[src/rtl/tama_pkg.sv]
// Shared command codes, button indices and scheduler state encoding for the
// pet command path.
package tama_pkg;

  localparam logic [7:0] CMD_NONE  = 8'h00;
  localparam logic [7:0] CMD_EAT   = 8'h65;
  localparam logic [7:0] CMD_PLAY  = 8'h70;
  localparam logic [7:0] CMD_DOC   = 8'h64;
  localparam logic [7:0] CMD_BATH  = 8'h62;
  localparam logic [7:0] CMD_SLEEP = 8'h73;
  localparam logic [7:0] CMD_WAKE  = 8'h77;

  localparam int NUM_BTN = 6;

  localparam logic [2:0] BTN_EAT   = 3'd0;
  localparam logic [2:0] BTN_PLAY  = 3'd1;
  localparam logic [2:0] BTN_DOC   = 3'd2;
  localparam logic [2:0] BTN_BATH  = 3'd3;
  localparam logic [2:0] BTN_SLEEP = 3'd4;
  localparam logic [2:0] BTN_WAKE  = 3'd5;

  typedef enum logic [1:0] {
    ST_IDLE = 2'd0,
    ST_HOLD = 2'd1,
    ST_GAP  = 2'd2
  } sched_state_t;

  typedef enum logic {
    SRC_UART = 1'b0,
    SRC_BTN  = 1'b1
  } src_t;

  function automatic logic is_valid_cmd(input logic [7:0] code);
    return code inside {CMD_EAT, CMD_PLAY, CMD_DOC, CMD_BATH, CMD_SLEEP, CMD_WAKE};
  endfunction

  function automatic logic [7:0] btn_cmd(input logic [2:0] idx);
    case (idx)
      BTN_EAT:   return CMD_EAT;
      BTN_PLAY:  return CMD_PLAY;
      BTN_DOC:   return CMD_DOC;
      BTN_BATH:  return CMD_BATH;
      BTN_SLEEP: return CMD_SLEEP;
      BTN_WAKE:  return CMD_WAKE;
      default:   return CMD_NONE;
    endcase
  endfunction

endpackage

[src/rtl/cmd_fifo.sv]
// Small synchronous FIFO holding received UART command bytes; the head entry
// is visible on rd_data whenever empty is low.
module cmd_fifo #(
  parameter int DEPTH = 4,
  parameter int WIDTH = 8
) (
  input  logic             clk,
  input  logic             reset_n,
  input  logic             wr_en,
  input  logic [WIDTH-1:0] wr_data,
  input  logic             rd_en,
  output logic [WIDTH-1:0] rd_data,
  output logic             full,
  output logic             empty
);

  localparam int AW = $clog2(DEPTH);

  logic [WIDTH-1:0] mem [DEPTH];
  logic [AW:0]      wr_ptr;
  logic [AW:0]      rd_ptr;
  logic             do_wr;
  logic             do_rd;

  // Extra pointer bit distinguishes full from empty when the indices match.
  assign empty   = (wr_ptr == rd_ptr);
  assign full    = (wr_ptr[AW] != rd_ptr[AW]) && (wr_ptr[AW-1:0] == rd_ptr[AW-1:0]);
  assign do_wr   = wr_en && !full;
  assign do_rd   = rd_en && !empty;
  assign rd_data = mem[rd_ptr[AW-1:0]];

  // NOTE: sequential state uses non-blocking assignments so every register
  // samples pre-edge values regardless of statement order.
  always_ff @(posedge clk or negedge reset_n) begin
    if (!reset_n) begin
      wr_ptr <= '0;
      rd_ptr <= '0;
    end else begin
      if (do_wr) wr_ptr <= wr_ptr + 1'b1;
      if (do_rd) rd_ptr <= rd_ptr + 1'b1;
    end
  end

  // NOTE: storage is deliberately not reset; the pointers alone decide which
  // entries are valid, so clearing the array would add nothing.
  always_ff @(posedge clk) begin
    if (do_wr) mem[wr_ptr[AW-1:0]] <= wr_data;
  end

endmodule

[src/rtl/cmd_scheduler.sv]
// Arbitrates UART and button commands onto the stats command bus, holding each
// command for a fixed window followed by a fixed idle gap.
module cmd_scheduler
  import tama_pkg::*;
#(
  parameter int HOLD_CYCLES = 4,
  parameter int GAP_CYCLES  = 4,
  parameter int FIFO_DEPTH  = 4
) (
  input  logic               clk,
  input  logic               reset_n,
  input  logic [7:0]         uart_data,
  input  logic               uart_valid,
  input  logic [NUM_BTN-1:0] btn,
  input  logic               is_sleeping,
  output logic [7:0]         cmd_out,
  output logic               busy,
  output logic               fifo_full,
  output logic [7:0]         drop_count
);

  localparam int CNT_MAX = (HOLD_CYCLES > GAP_CYCLES) ? HOLD_CYCLES : GAP_CYCLES;
  localparam int CW      = $clog2(CNT_MAX + 1);
  localparam logic [CW-1:0] HOLD_LOAD = CW'(HOLD_CYCLES - 1);
  localparam logic [CW-1:0] GAP_LOAD  = CW'(GAP_CYCLES - 1);

  logic [7:0]         uart_data_q;
  logic               uart_valid_q;
  logic [NUM_BTN-1:0] btn_q;
  logic [NUM_BTN-1:0] btn_prev;
  logic [NUM_BTN-1:0] pending;
  logic [NUM_BTN-1:0] btn_clr;
  logic [2:0]         btn_sel;
  src_t               prio;

  logic       fifo_empty;
  logic [7:0] fifo_head;
  logic       fifo_wr;
  logic       uart_ok;
  logic       uart_drop;

  logic       uart_req;
  logic       btn_req;
  logic       grant;
  logic       grant_uart;
  logic       filtered;
  logic [7:0] grant_code;
  logic [8:0] drop_sum;

  sched_state_t  state;
  sched_state_t  state_next;
  logic [CW-1:0] cnt;
  logic [CW-1:0] cnt_next;
  logic [7:0]    cmd_next;

  // Inputs are registered once; this stage sets the two-edge request-to-bus latency.
  always_ff @(posedge clk or negedge reset_n) begin
    if (!reset_n) begin
      uart_data_q  <= '0;
      uart_valid_q <= 1'b0;
      btn_q        <= '0;
      btn_prev     <= '0;
    end else begin
      uart_data_q  <= uart_data;
      uart_valid_q <= uart_valid;
      btn_q        <= btn;
      btn_prev     <= btn_q;
    end
  end

  assign uart_ok   = is_valid_cmd(uart_data_q);
  assign fifo_wr   = uart_valid_q && uart_ok && !fifo_full;
  assign uart_drop = uart_valid_q && (!uart_ok || fifo_full);

  cmd_fifo #(
    .DEPTH (FIFO_DEPTH),
    .WIDTH (8)
  ) u_fifo (
    .clk     (clk),
    .reset_n (reset_n),
    .wr_en   (fifo_wr),
    .wr_data (uart_data_q),
    .rd_en   (grant_uart),
    .rd_data (fifo_head),
    .full    (fifo_full),
    .empty   (fifo_empty)
  );

  always_comb begin
    btn_sel = '0;
    for (int i = NUM_BTN - 1; i >= 0; i--) begin
      if (pending[i]) btn_sel = 3'(i);
    end
  end

  assign uart_req   = !fifo_empty;
  assign btn_req    = |pending;
  assign grant      = (state == ST_IDLE) && (uart_req || btn_req);
  assign grant_uart = (state == ST_IDLE) && uart_req && (!btn_req || prio == SRC_UART);
  assign grant_code = grant_uart ? fifo_head : btn_cmd(btn_sel);
  assign filtered   = grant && is_sleeping && (grant_code != CMD_WAKE);
  assign btn_clr    = (grant && !grant_uart) ? (NUM_BTN'(1) << btn_sel) : '0;
  assign drop_sum   = {1'b0, drop_count} + 9'(uart_drop) + 9'(filtered);

  always_ff @(posedge clk or negedge reset_n) begin
    if (!reset_n) begin
      pending    <= '0;
      prio       <= SRC_UART;
      drop_count <= '0;
    end else begin
      // An edge on a bit being granted this cycle merges into that grant.
      pending    <= (pending | (btn_q & ~btn_prev)) & ~btn_clr;
      if (grant) prio <= grant_uart ? SRC_BTN : SRC_UART;
      drop_count <= drop_sum[8] ? 8'hFF : drop_sum[7:0];
    end
  end

  always_comb begin
    // NOTE: every output of this block gets a default first, so no path can
    // leave one unassigned and infer a latch.
    state_next = state;
    cnt_next   = cnt;
    cmd_next   = cmd_out;
    unique case (state)
      ST_IDLE: begin
        if (grant && !filtered) begin
          state_next = ST_HOLD;
          cnt_next   = HOLD_LOAD;
          cmd_next   = grant_code;
        end
      end
      ST_HOLD: begin
        if (cnt == '0) begin
          state_next = ST_GAP;
          cnt_next   = GAP_LOAD;
          cmd_next   = CMD_NONE;
        end else begin
          cnt_next = cnt - CW'(1);
        end
      end
      ST_GAP: begin
        if (cnt == '0) state_next = ST_IDLE;
        else           cnt_next   = cnt - CW'(1);
      end
      default: begin
        state_next = ST_IDLE;
        cmd_next   = CMD_NONE;
      end
    endcase
  end

  always_ff @(posedge clk or negedge reset_n) begin
    if (!reset_n) begin
      state   <= ST_IDLE;
      cnt     <= '0;
      cmd_out <= CMD_NONE;
    end else begin
      state   <= state_next;
      cnt     <= cnt_next;
      cmd_out <= cmd_next;
    end
  end

  assign busy = (state != ST_IDLE);

endmodule

[config.mk]
export PLATFORM = sky130hd
export DESIGN_NAME = cmd_scheduler
export DESIGN_NICKNAME = d
export VERILOG_FILES = /design/src/rtl/tama_pkg.sv /design/src/rtl/cmd_fifo.sv /design/src/rtl/cmd_scheduler.sv
export SDC_FILE = /design/constraint.sdc
export NUM_CORES = 1
export LEC_CHECK = 0
export CAP_MARGIN = 20
export CORE_MARGIN = 2
export CORE_UTILIZATION = 55
export DETAILED_ROUTE_END_ITERATION = 8
export DONT_BUFFER_PORTS = 1
export GPL_TIMING_DRIVEN = 1
export PLACE_DENSITY = 0.7
export SLEW_MARGIN = 0
export SYNTH_ARGS = -nofsm -noshare
export SYNTH_HDL_FRONTEND = slang
export SYNTH_SLANG_ARGS = --single-unit
[constraint.sdc]
create_clock -name clk -period 3.23 [get_ports clk]
set_input_delay 0.646 -clock clk [delete_from_list [all_inputs] [get_ports clk]]
set_output_delay 0.646 -clock clk [all_outputs]
set_load 0.01 [all_outputs]
# [Yosys cells after proc, flatten, opt, wreduce, memory -nomap -nowiden]
# Memory sizes are Yosys's and may differ from the RTL's.
# Index checks and enable logic that the tools add are counted.
[word_totals] register_bits=55 ram_bits=32 output_inout_bits=18 word_cells=103 n_memories=1
[classes] addsub=5 n_eq_ne=21 shifts=1 mux=24 n_bitwise=7 n_reduce_logical=32
[memory_table] memory="u_fifo.mem" words=4 word_bits=8 rd=1 rd_ports_with_merged_regs=0 write_ports=1 line_no="cmd_fifo.sv:19" rtl="logic [WIDTH-1:0] mem [DEPTH];"
[ops] operator="$eq 8x7->1 const B" n=6
[ops] operator="$pmux 7 s6" n=1
[ops] operator="$mux 8" n=4
[ops] operator="$mux 3" n=9
[ops] operator="$pmux 8 s3" n=1
[ops] operator="$logic_and 1x1->1" n=13
[ops] operator="$and 6x6->6" n=2
[ops] operator="$not 6->6" n=2
[ops] operator="$add 8x1->9" n=1
[ops] operator="$add 9x1->9" n=1
[ops] operator="$pmux 3 s3" n=1
[ops] operator="$reduce_and 3->1" n=3
[ops] operator="$ne 8x7->1 const B" n=1
[ops] operator="$add 3x1->3 const B" n=2
[ops] operator="$eq 3x2->1 const B" n=2
[ops] operator="$eq 3x3->1 const B" n=2
[ops] operator="$logic_not 1->1" n=6
[ops] operator="$logic_not 3->1" n=2
[ops] operator="$mux 2" n=3
[ops] operator="$mux 6" n=1
[ops] operator="$ne 2x2->1 const B" n=3
[ops] operator="$or 6x6->6" n=1
[ops] operator="$pmux 2 s3" n=1
[ops] operator="$reduce_bool 6->1" n=1
[ops] operator="other kinds (16)" n=21

# [Logic depth before layout (Yosys ltp)]
[depth] depth_word=15 depth_mapped=13 ltp_nobuf=12

# [Modules after synthesis]
# From an unflattened synthesis, not the netlist that was laid out.
[unflattened] cells_unflattened=302 hier_area_um2=4005.1
[modules_own_cells] module="cmd_scheduler" n_inst=1 cells_each=212 area_per_inst_um2=2309.7
[modules_own_cells] module="cmd_fifo" n_inst=1 cells_each=90 area_per_inst_um2=1695.4

# [Worst setup path after synthesis]
# OpenSTA, ideal clock, no wires.
[synth_path] kind="reg-to-reg" startpoint="register u_fifo.rd_ptr[0]" endpoint="register drop_count[4]" arrival_time_ns=2.533 required_ns=3.105 setup_slack_ns=0.572 stages_incl_launch_ff=12 synth_period_minus_slack_ns=2.658 cell_sequence="dfrtp_1 -> buf_4 -> xor2_1 -> o311ai_2 -> a41oi_1 -> nand4b_1 -> fa_1 -> inv_1 -> ha_1 -> nand3_1 -> xor2_1 -> nand2_1"
[synth_between] elab_chain_cells=9 word_cells_on_any_way=18 cone_classes="2 x add/sub; 3 x eq/ne; 2 x mux; 10 x reduce/logical; 1 x memory"
[synth_lines] element="start: declaration" line_no="cmd_fifo.sv:21" rtl="logic [AW:0] rd_ptr;"
[synth_lines] element="start signal: assignment" line_no="cmd_fifo.sv:40" rtl="if (do_rd) rd_ptr <= rd_ptr + 1'b1;"
[synth_lines] element="parallel branches: the longest is 7 deep, another holds $add 8x1->9"
[synth_lines] element="$add 9x1->9 (*)" line_no="cmd_scheduler.sv:103" rtl="assign drop_sum = {1'b0, drop_count} + 9'(uart_drop) + 9'(filtered);"
[synth_lines] element="$mux 8 (*)" line_no="cmd_scheduler.sv:114" rtl="drop_count <= drop_sum[8] ? 8'hFF : drop_sum[7:0];"
[synth_lines] element="end signal: assignment" line_no="cmd_scheduler.sv:114"
[synth_lines] element="end: declaration" line_no="cmd_scheduler.sv:19" rtl="output logic [7:0] drop_count"
# Mark *: on every way between the ends.
# A chain may end at the register's enable or synchronous reset.

# [Worst setup path in the final report]
# Ends and elaborated chain as after synthesis.

==> out/results.txt <==
cell chain of the critical path: buf_4 > xor2_1 > o311ai_2 > nor4_4 > nand2_1 > nand4b_1 > fa_1 > inv_1 > ha_1 > nand3_1 > xor2_1 > nand2_1
DRC violations left: 0
site row count: 30
Worst EP required: 3.48 ns
CTS tree: yes
Area Overhead vs Synth: 8.704%
Final #Nets: 333
Worst VDD drop: 0.0003848 V
hold_ws: 0.1376 ns
Leak: 1.711 nW
Final period util: 0.8959
vias in the first global route: 2227
Routed Antenna Nets: 0
P_int: 2.176 mW
Worst Path Arrival: 3.15 ns
clock share of power: 0.211
antenna violations before repair: 0
full die area: 7690 um2
Tightest Pin Transition: 0.5532 ns
post-CTS setup buffer count: 0
largest net degree at the start of global routing: 56
Slowest-stage cell, CP: dfrtp_1
Max Clock Skew: 0.006722 ns
vias post-DR: 2241
Main synth FF type: dfrtp_1
CTS Buf Count: 9
Worst Setup End Kind: flip-flop
multi-input logic area: 1403 um2
element type at the critical path start: flip-flop
worst skew pair latency: 0.36 ns
Detailed Place HPWL: 4514 um
Cell Pwr Density: 838.4 nW/um2
first-pass GRT wire length: 11000 um
max incr delay on CP: 0.48 ns
vias per std cell: 5.561
fill cell count: 526
Setup TNS: 0 ns
Overflow after GRT: 0
Reg area: 2337 um2
Min Clock Period, post-route: 2.894 ns
sequential power share: 0.466
routability cong.: 0.8363
Synth Instances: 294
Iter 0 DRT Violations: 73
Worst path top cell family by delay: adder cells
Clk pin slew, worst setup/hold paths: 0.09 ns
setup repair after global routing missed its margin: no
Bufs on Longest Clock Path: 2
EDFF count, synth: 32
status: finished clean
CTS sink cnt: 87
Comb power frac: 0.323
sequential area share after synthesis: 0.6067
Fmax: 345.6 MHz
CTS root buffer: clkbuf_8
Mapped Nets: 325
diodes inserted: 0
final WL: 6431 um
number of synthesis warnings: 0
layout cell share with drive strength beyond 1: 0.1368
Max Transition Viols Final: 0
Yosys reg bits: 87
Yosys top cell area share: 0.3573
Max Cap Viol: 0
Sw Ratio: 0.3802
total track usage: 0.1929
leading area contributor after synthesis: dfrtp_1
H-tree levels: 3
Netlist cell types: 56
Synth area leaders: dfrtp_1, edfxtp_1, mux4_2
WP buf/inv: 2
Die Height: 87.69 um
type of the worst min-delay path: input port to asynchronous set/reset pin
drt first pass iters: 4
Sw Pwr: 1.335 mW
Slew headroom: 0.6290
Die X-Extent: 87.69 um
worst setup path category: flip-flop to flip-flop
Synth Cell Area: 3852 um2
# IOs: 36
per-cell routed wire length: 15.96 um
Fin. Hold Viols: 0
CP Max Fanout: 7
initial core utilization: 0.5670
syn_area_per_cell: 13.10 um2
post-synthesis async set-or-reset flop share: 0.6322
core box area: 6794 um2
I/O Buffers: 0
final setup vio count: 0
==> area by class of cell <==
cell class                 instances  area share
inverter                          13     0.01165
clock buffer                       9     0.02958
timing repair buffer               8     0.01912
multi-input combinational        183      0.3349
tap                               96     0.02868
sequential                        87      0.5581
clock inverter                     7     0.01793
==> state kept, by name, summed over array words and instances, names as in the netlist, 6 cells and up <==
| register | count |
|---|---|
| drop_count | 8 |
| u_fifo.mem | 32 |
| btn_q | 6 |
| pending | 6 |
| cmd_out | 8 |
| btn_prev | 6 |
| uart_data_q | 8 |
==> kinds of logic after synthesis <==
family          count (synthesis)  synth area share
simple gates                   99            0.1429
flops                          87            0.6067
fa+ha+maj                      13           0.04417
xor+xnor                       12           0.02728
buf+inv                        24           0.02923
compound gates                 48           0.09452
mux                            11           0.05521
==> synth_stat cells, types with 2 or more instances <==
cell,n
o21ai_0,13
nand2b_1,10
buf_6,2
mux4_2,8
dfrtp_1,55
inv_1,13
a21o_1,2
ha_1,12
a32o_1,2
nand3_1,11
nor4_1,3
a31oi_1,3
xor2_1,7
nor2b_1,4
nand2_1,24
mux2_1,2
a211o_1,3
nor3_1,5
or3_1,6
nor2_1,13
or2_2,2
and3_1,6
clkbuf_1,4
nor3b_1,2
a21oi_1,10
edfxtp_1,32
o21a_1,2
and2_1,3
a2bb2oi_1,2
buf_2,3
xnor2_1,5
==> per-stage QoR <==
stage,setup slack [ns],power [mW],utilization,instances,cell area [um2]
CTS,0.2793,3.548,0.6164,403,4188
detailed placement,0.3061,2.776,0.5831,386,3961
global placement,0.4265,2.736,0.5831,386,3961
floorplan,0.5724,2.513,-,294,3852
global route,0.03010,3.775,0.6164,403,4188
finish,0.3362,3.511,0.6164,403,4188
==> layer usage <==
layer / vias to the layer above / wire length [um] / part of all wire / track usage
li1: 1082 / - / - / -
met1: 1095 / 2898 / 0.45 / 0.2570
met2: 54 / 3133 / 0.49 / 0.2968
met3: 10 / 304 / 0.047 / 0.06598
met4: 0 / 95 / 0.015 / 0.07133
met5: - / 0 / 0 / 0
==> repair_timing <==
action	CTS	global route
gates resized for setup	0	0
endpoints found under the hold margin	55	0
setup endpoints to repair	0	0
hold buffers	1	0
==> cells in the final DEF (no fill, tap or decap), types with 6 or more instances in the layout <==
cell type   n
dfrtp_1    55
edfxtp_1   32
nand2_1    24
inv_1      13
o21ai_0    13
nor2_1     13
ha_1       12
nand3_1    11
nand2b_1   10
a21oi_1    10
clkbuf_8    9
mux4_2      8
xor2_1      7
buf_4       7
or3_1       6
and3_1      6
==> power by group through the flow <==
stage	logic, mW	registers (mW)	clock network, mW
after floorplan	0.981	1.53	0
after global placement	1.08	1.65	0
after detailed placement	1.12	1.65	0
after CTS	1.14	1.64	0.771
after global routing	1.29	1.68	0.808
final	1.13	1.64	0.741
==> final timing paths <==
check	startpoint	endpoint	slack, ns	cells past startpoint
hold / removal	reset_n	btn_prev[2]$_DFF_PN0_	0.14	1
max in group asynchronous	reset_n	prio$_DFFE_PN0P_	2.87	1
setup reg to reg	u_fifo.rd_ptr[0]$_DFFE_PN0P_	drop_count[4]$_DFF_PN0_	0.34	12
setup / recovery	u_fifo.rd_ptr[0]$_DFFE_PN0P_	drop_count[4]$_DFF_PN0_	0.34	12
hold reg to reg	btn_q[1]$_DFF_PN0_	btn_prev[1]$_DFF_PN0_	0.39	0
min in group clk	uart_data[3]	uart_data_q[3]$_DFF_PN0_	0.30	0
No activity file was read; power rests on OpenSTA's default activity.
